[src/rtl/uart_tx_frame_engine.sv]
// UART transmit frame engine: start/data/parity/stop serialiser with a per-character frame format.
// Optional feature macro UART_TX_BREAK_EN adds break_req, which holds TX low between frames.
module uart_tx_frame_engine #(
  parameter int MAX_DATA_W = 9,
  parameter int OVERSAMPLE = 16,
  parameter int CNT_W      = 6
) (
  input  logic                  the_new_generated_clock,
  input  logic                  reset,
  input  logic                  sample_tick,
  input  logic [MAX_DATA_W-1:0] tx_data,
  input  logic                  tx_valid,
  output logic                  tx_ready,
  input  logic [3:0]            cfg_data_bits,
  input  logic                  cfg_parity_en,
  input  logic                  cfg_parity_odd,
  input  logic                  cfg_two_stop,
`ifdef UART_TX_BREAK_EN
  input  logic                  break_req,
`endif
  output logic                  TX,
  output logic                  tx_busy,
  output logic                  tx_done
);

  localparam logic [CNT_W-1:0] LAST_TICK = CNT_W'(OVERSAMPLE - 1);
  localparam logic [3:0]       MAX_BITS  = 4'(MAX_DATA_W);

`ifdef UART_TX_BREAK_EN
  typedef enum logic [2:0] {IDLE, START, DATA, PARITY, STOP, BREAK, BREAK_HOLD} state_t;
`else
  typedef enum logic [2:0] {IDLE, START, DATA, PARITY, STOP} state_t;
`endif

  state_t                state_q, state_d;
  logic [CNT_W-1:0]      cnt_q, cnt_d;
  logic [3:0]            idx_q, idx_d;
  logic [3:0]            nbits_q, nbits_in;
  logic [MAX_DATA_W-1:0] data_q, data_in;
  logic                  parity_q, parity_in;
  logic                  parity_en_q, two_stop_q;
  logic                  stop2_q, stop2_d;
  logic                  load, counting, bit_end, tx_d;

  // Clamp the width and mask unused bits so parity only covers bits actually sent.
  always_comb begin : cfg_decode
    nbits_in = cfg_data_bits;
    if (cfg_data_bits < 4'd5)          nbits_in = 4'd5;
    else if (cfg_data_bits > MAX_BITS) nbits_in = MAX_BITS;
    data_in   = '0;
    parity_in = cfg_parity_odd;
    for (int i = 0; i < MAX_DATA_W; i++) begin
      data_in[i] = tx_data[i] && (i < int'(nbits_in));
      parity_in  = parity_in ^ data_in[i];
    end
  end

  always_comb begin : tick_gate
    counting = (state_q != IDLE);
`ifdef UART_TX_BREAK_EN
    if (state_q == BREAK) counting = 1'b0;
`endif
  end

  assign bit_end = counting && sample_tick && (cnt_q == LAST_TICK);

  always_comb begin : next_state
    // NOTE: every signal gets a default up front so no path through the case infers a latch.
    state_d = state_q;
    cnt_d   = cnt_q;
    idx_d   = idx_q;
    stop2_d = stop2_q;
    load    = 1'b0;
    if (counting && sample_tick) cnt_d = bit_end ? '0 : cnt_q + 1'b1;
    case (state_q)
      IDLE: begin
        if (tx_valid && tx_ready) begin
          load    = 1'b1;
          state_d = START;
          cnt_d   = '0;
          stop2_d = 1'b0;
        end
`ifdef UART_TX_BREAK_EN
        else if (break_req) state_d = BREAK;
`endif
      end
      START: if (bit_end) begin
        state_d = DATA;
        idx_d   = '0;
      end
      DATA: if (bit_end) begin
        if (idx_q == nbits_q - 4'd1) state_d = parity_en_q ? PARITY : STOP;
        else                         idx_d   = idx_q + 4'd1;
      end
      PARITY: if (bit_end) state_d = STOP;
      STOP: if (bit_end) begin
        if (two_stop_q && !stop2_q) stop2_d = 1'b1;
        else                        state_d = IDLE;
      end
`ifdef UART_TX_BREAK_EN
      BREAK:      if (!break_req) state_d = BREAK_HOLD;
      BREAK_HOLD: if (bit_end)    state_d = IDLE;
`endif
      default: state_d = IDLE;
    endcase
  end

  // Line level is decoded from the next state so TX changes in the same edge as the state.
  always_comb begin : line_decode
    tx_d = 1'b1;
    case (state_d)
      START:  tx_d = 1'b0;
      DATA:   tx_d = data_q[idx_d];
      PARITY: tx_d = parity_q;
`ifdef UART_TX_BREAK_EN
      BREAK:  tx_d = 1'b0;
`endif
      default: tx_d = 1'b1;
    endcase
  end

  always_ff @(posedge the_new_generated_clock) begin
    // NOTE: sequential state uses non-blocking assignments so every register samples pre-edge values.
    if (reset) begin
      state_q     <= IDLE;
      cnt_q       <= '0;
      idx_q       <= '0;
      stop2_q     <= 1'b0;
      nbits_q     <= '0;
      data_q      <= '0;
      parity_q    <= 1'b0;
      parity_en_q <= 1'b0;
      two_stop_q  <= 1'b0;
      TX          <= 1'b1;
      tx_busy     <= 1'b0;
      tx_done     <= 1'b0;
      tx_ready    <= 1'b0;
    end else begin
      state_q <= state_d;
      cnt_q   <= cnt_d;
      idx_q   <= idx_d;
      stop2_q <= stop2_d;
      if (load) begin
        data_q      <= data_in;
        nbits_q     <= nbits_in;
        parity_q    <= parity_in;
        parity_en_q <= cfg_parity_en;
        two_stop_q  <= cfg_two_stop;
      end
      TX       <= tx_d;
      tx_busy  <= (state_d inside {START, DATA, PARITY, STOP});
      tx_done  <= (state_q == STOP) && (state_d == IDLE);
      tx_ready <= (state_d == IDLE);
    end
  end

endmodule

[config.mk]
export PLATFORM = sky130hd
export DESIGN_NAME = uart_tx_frame_engine
export DESIGN_NICKNAME = d
export VERILOG_FILES = /design/src/rtl/uart_tx_frame_engine.sv
export SDC_FILE = /design/constraint.sdc
export NUM_CORES = 1
export LEC_CHECK = 0
export CAP_MARGIN = 20
export CELL_PAD_IN_SITES_DETAIL_PLACEMENT = 1
export CELL_PAD_IN_SITES_GLOBAL_PLACEMENT = 1
export CORE_AREA = 2 2 73 75
export DETAILED_ROUTE_END_ITERATION = 7
export DIE_AREA = 0 0 75 77
export PLACE_DENSITY_LB_ADDON = 0.1
export SKIP_CTS_REPAIR_TIMING = 1
export SYNTH_ARGS = -nofsm -noshare
export SYNTH_HDL_FRONTEND = slang
export SYNTH_SLANG_ARGS = --single-unit
[constraint.sdc]
create_clock -name the_new_generated_clock -period 3.4 [get_ports the_new_generated_clock]
set_input_delay 1.02 -clock the_new_generated_clock [delete_from_list [all_inputs] [get_ports the_new_generated_clock]]
set_output_delay 1.02 -clock the_new_generated_clock [all_outputs]
set_load 0.01 [all_outputs]
-- Word-level counts from Yosys, hierarchy flattened
Index checks and enable logic that the tools add are counted.
- bits in registers: 34
- bits of input ports: 20
- ROM bits: 0
- output and inout port bits: 4
- RAM bits: 0
- bits in latches: 0
- memories kept: 0
- word-level logic and storage cells: 99
- reduce and logical (&&, ||, !) cells: 21
- multiply operators: 0
- mux-type cells: 28
- equality and inequality tests: 13
- div/mod/pow operators: 0
- shift-type cells: 0
- add/sub/neg operators: 3
- bitwise operators: 9
- order comparisons: 12
- operators by type and width (kind ; number):
    $mux 3 ; 8
    $mux 6 ; 4
    $mux 4 ; 5
    $lt 3x4->1 const A ; 4
    $pmux 3 s5 ; 1
    $logic_and 1x1->1 ; 14
    $eq 3x2->1 const B ; 4
    $xor 1x1->1 ; 9
    $lt 1x4->1 const A ; 2
    $lt 2x4->1 const A ; 2
    $pmux 4 s2 ; 1
    $add 6x1->6 const B ; 1
    $eq 3x1->1 const B ; 2
    $eq 3x3->1 const B ; 2
    $eq 6x4->1 const B ; 1
    $logic_not 3->1 ; 2
    $mux 1 ; 6
    $ne 2x2->1 const B ; 3
    $lt 4x5->1 const B ; 1
    $add 4x1->4 const B ; 1
    $bmux 1 s4 ; 1
    $eq 4x4->1 ; 1
    $gt 4x4->1 const B ; 1
    $lt 4x3->1 const B ; 1
    9 further kinds ; 9

-- Depth between registers and ports, before layout
- depth after elaboration: 14
- mapped depth: 9
- gate-level depth less buffers: 9

-- Least setup slack after synthesis
Ideal clock, no wire load.
- path kind: input to register
- start point: input port sample_tick
- end point: register TX
- setup time: 0.128 ns
- stages: 7
- buffers on the path: 0
- arrival time: 2.636 ns
- path slack: 0.636 ns
- data required time: 3.272 ns
- cells stage by stage: o311ai_4 nor4_4 a21boi_2 nor3_4 mux2_2 a221oi_2 o22ai_1
- cells in the longest elaborated chain, start to end: 7
- elaborated cells between the ends (all ways): 16
- classes of those cells: 3 x eq/ne; 11 x mux; 2 x reduce/logical
- ends and longest elaborated chain (item ; RTL line ; RTL):
    from (decl) ; 10 ; input logic sample_tick,
    $logic_and 1x1->1 (*) (2 in series) ; 65 ; assign bit_end = counting && sample_tick && (cnt_q == LAST_TICK);
    $mux 4 (on tied branches) ; 91, 87 ;
    $pmux 4 s2 ; 75 ; case (state_q)
    $bmux 1 s4 ; 113 ; DATA: tx_d = data_q[idx_d];
    $mux 1 (not written as such) ; 113 ;
    $pmux 1 s3 (*) ; 111 ; case (state_d)
    to (signal assigned) ; 150 ; TX <= tx_d;
    to (decl) ; 21 ; output logic TX,
Mark *: on every way between the ends. The rest lies on a longest branch, timed or not. The select of a mux whose other input is x is not followed.
A chain may end at the register's enable or synchronous reset.

-- Final worst setup path
Same ends and word-level chain as after synthesis.

==> reports/qor.csv <==
metric,value,unit
status,"complete, no violations",
Routed Antenna Nets,0,
Die Ht,77,um
via/cell ratio,5.29,
Leak,0.000820,uW
Worst setup EP type,flop,
initial antenna violation count,0,
Post-synth EDFFs,0,
ANT cells,0,
"Distinct cells, synth",60,
largest net degree at the start of global routing,20,
PortBufs,23,
Routed WL per cell,15.1,um
Finish-stage setup viols,0,
setup ws final,0.245,ns
Total GRT Usage,0.191,
slew margin rel.,0.597,
Worst IR Drop VDD,168,uV
total global routing overflow,0,
Hold WC Path Type,flop to flop,
worst skew pair latency,0.29,ns
Worst R2R Start,nbits_q[0]$_SDFFE_PP0P_,
CTS Sinks,34,
die area,5780,um^2
Top Ports,24,
cts bufs inserted,5,
area added between synthesis and finish,22.5,%
Pre-antenna DRT Iters,4,
peak fanout along the critical path,5,
"Async S/R FF share, synth",0,
Initial Util,0.392,
fin area,2390,um^2
ratio of cells with drive above 1 in the final layout,0.129,
first-pass GRT wire length,8380,um
Rows,26,
RSZ-0062 raised after global routing,false,
fin crit share,0.928,
crit path from,sample_tick,
worst slew pin tran,0.597,ns
detailed-route wire length,5030,um
Remaining DRCs,0,
Seq cells post-synth,34,
CP Launch Type,input port,
Final Hold Viols,0,
Worst Clk Skew,0.00549,ns
fin. max-slew vios,0,
RD Place Congestion,0.811,
"Clk pin slew, worst setup/hold paths",0.07,ns
DP Worst Slack,-0.0117,ns
synth warn,0,
f_max,0.317,GHz
Horiz. Die Dim,75,um
HP Start,data_q[2]$_SDFFE_PP0P_,
Post-Syn Instances,232,
Final Non-Filler Cells,334,
CTS tree,yes,
Final Util,0.481,
placed instance area,2300,um^2
CTS H-tree depth,2,
Longest Clk Path Bufs,2,
DRT iter0 DRCs,69,
Core ar.,4980,um^2
via count,1768,
Synth Cell Area,1950,um^2
syn_nets,255,
Max Cap Viol,0,
mean area per synthesized cell,8.42,um^2
number of global-route vias before repair,1781,
main flop type after synthesis,dfxtp_1,
final worst path period need,3.16,ns
DP Wirelength,3840,um
CTS Root Cell,clkbuf_8,
placed insts,326,
CP Class,input port to flop,
sequential area share after synthesis,0.348,
Worst EP required,3.57,ns
nets,286,
CP arrival,3.33,ns
setup TNS,0,ns
power density cells,407,nW/um^2
[per-layer routing]
layer | vias up | wire, um | GRT usage
met4 | 0 | 91 | 0.0679
met1 | 847 | 2230 | 0.219
met5 | - | 0 | 0
li1 | 893 | - | -
met3 | 7 | 145 | 0.0434
met2 | 21 | 2560 | 0.337
[path summary, 6_finish.rpt]
kind,end,slack [ns],depth (start not counted)
hold / removal,data_q[2]$_SDFFE_PP0P_,0.46,2
setup / recovery,TX$_SDFF_PP1_,0.24,7
hold reg to reg,data_q[2]$_SDFFE_PP0P_,0.46,2
setup reg to reg,TX$_SDFF_PP1_,0.73,9
[final cells by class]
type / count / area (um^2)
fillers: 608 / 2580
multi-input cells: 183 / 1210
flip-flops and latches: 34 / 681
repair buffers: 33 / 305
well taps: 70 / 87.6
clock buffers: 7 / 86.3
inverters: 6 / 22.5
clock inverters: 1 / 5.00
[registers in the layout, summed over array words and instances (netlist names)]
| register | flops |
|---|---|
| stop2_q | 1 |
| parity_en_q | 1 |
| state_q | 3 |
| tx_done | 1 |
| two_stop_q | 1 |
| parity_q | 1 |
| nbits_q | 4 |
| tx_busy | 1 |
| cnt_q | 6 |
| TX | 1 |
| data_q | 9 |
| idx_q | 4 |
| tx_ready | 1 |
[kinds of logic after synthesis]
kind of cell | after synthesis | share of synthesized area
and+or+nand+nor | 105 | 0.286
DFF | 34 | 0.348
adders and majority gates | 3 | 0.0192
AOI/OAI and AO/OA | 54 | 0.205
xor gates and xnor gates | 19 | 0.0967
muxes | 2 | 0.0109
buffers and inverters | 15 | 0.0340
[cell usage in the layout (no fill, tap or decap), types with 2 or more instances in the layout]
cell type         n
buf_4            10
nand2b_1          5
a31oi_1           3
o21ai_0           5
and2_1            2
nor4_1            2
inv_1             6
xnor2_1          12
clkbuf_8          6
o31ai_1           3
nor3b_1           2
nor2b_1           3
o311ai_0          2
o31a_1            2
dfxtp_1          34
nand3_1           7
and3_1            3
a211oi_1          4
ha_1              3
clkdlybuf4s50_1  23
a22oi_1           2
xor2_1            5
nand2_1          33
nor2_1           24
nor3_1            7
a21oi_1          19
nand4_1           2
[cells in the mapped netlist (all sizes together) (3+ instances only)]
cell type	number	area, um^2
xor2	5	43.8
dfxtp	34	681
inv	6	22.5
nand3	8	45.0
nor2b	3	18.8
a21oi	19	95.1
nor3	9	61.3
a31oi	3	18.8
clkbuf	6	22.5
and3	3	18.8
nand2	33	124
nor3b	3	27.5
o311ai	3	43.8
o21ai	5	25.0
a211oi	5	42.5
nor4	3	33.8
xnor2	13	121
o31ai	4	35.0
buf	3	21.3
nand2b	5	31.3
ha	3	37.5
nor2	25	96.4
[worst max-delay path, cell delays in order]
cell,delay [ns]
clkdlybuf4s50_1,0.52
o311ai_4,0.14
or4_4,0.56
a311oi_1,0.55
and4b_1,0.29
o41a_1,0.16
o22ai_1,0.08
[per-stage QoR]
step	power [uW]	hold slack, ns
2_1_floorplan	584	0.431
3_3_place_gp	665	0.443
3_5_place_dp	669	0.450
4_1_cts	987	0.461
5_1_grt	1030	0.486
6_report	975	0.456
[power breakdown]
part | switching [uW] | internal, uW | leakage (uW)
Sequential | 22.8 | 422 | 0.000276
Clock | 153 | 163 | 0.0000482
Combinational | 112 | 102 | 0.000496
Total | 288 | 687 | 0.000820
Note: power is estimated with default switching activity, not from simulation.
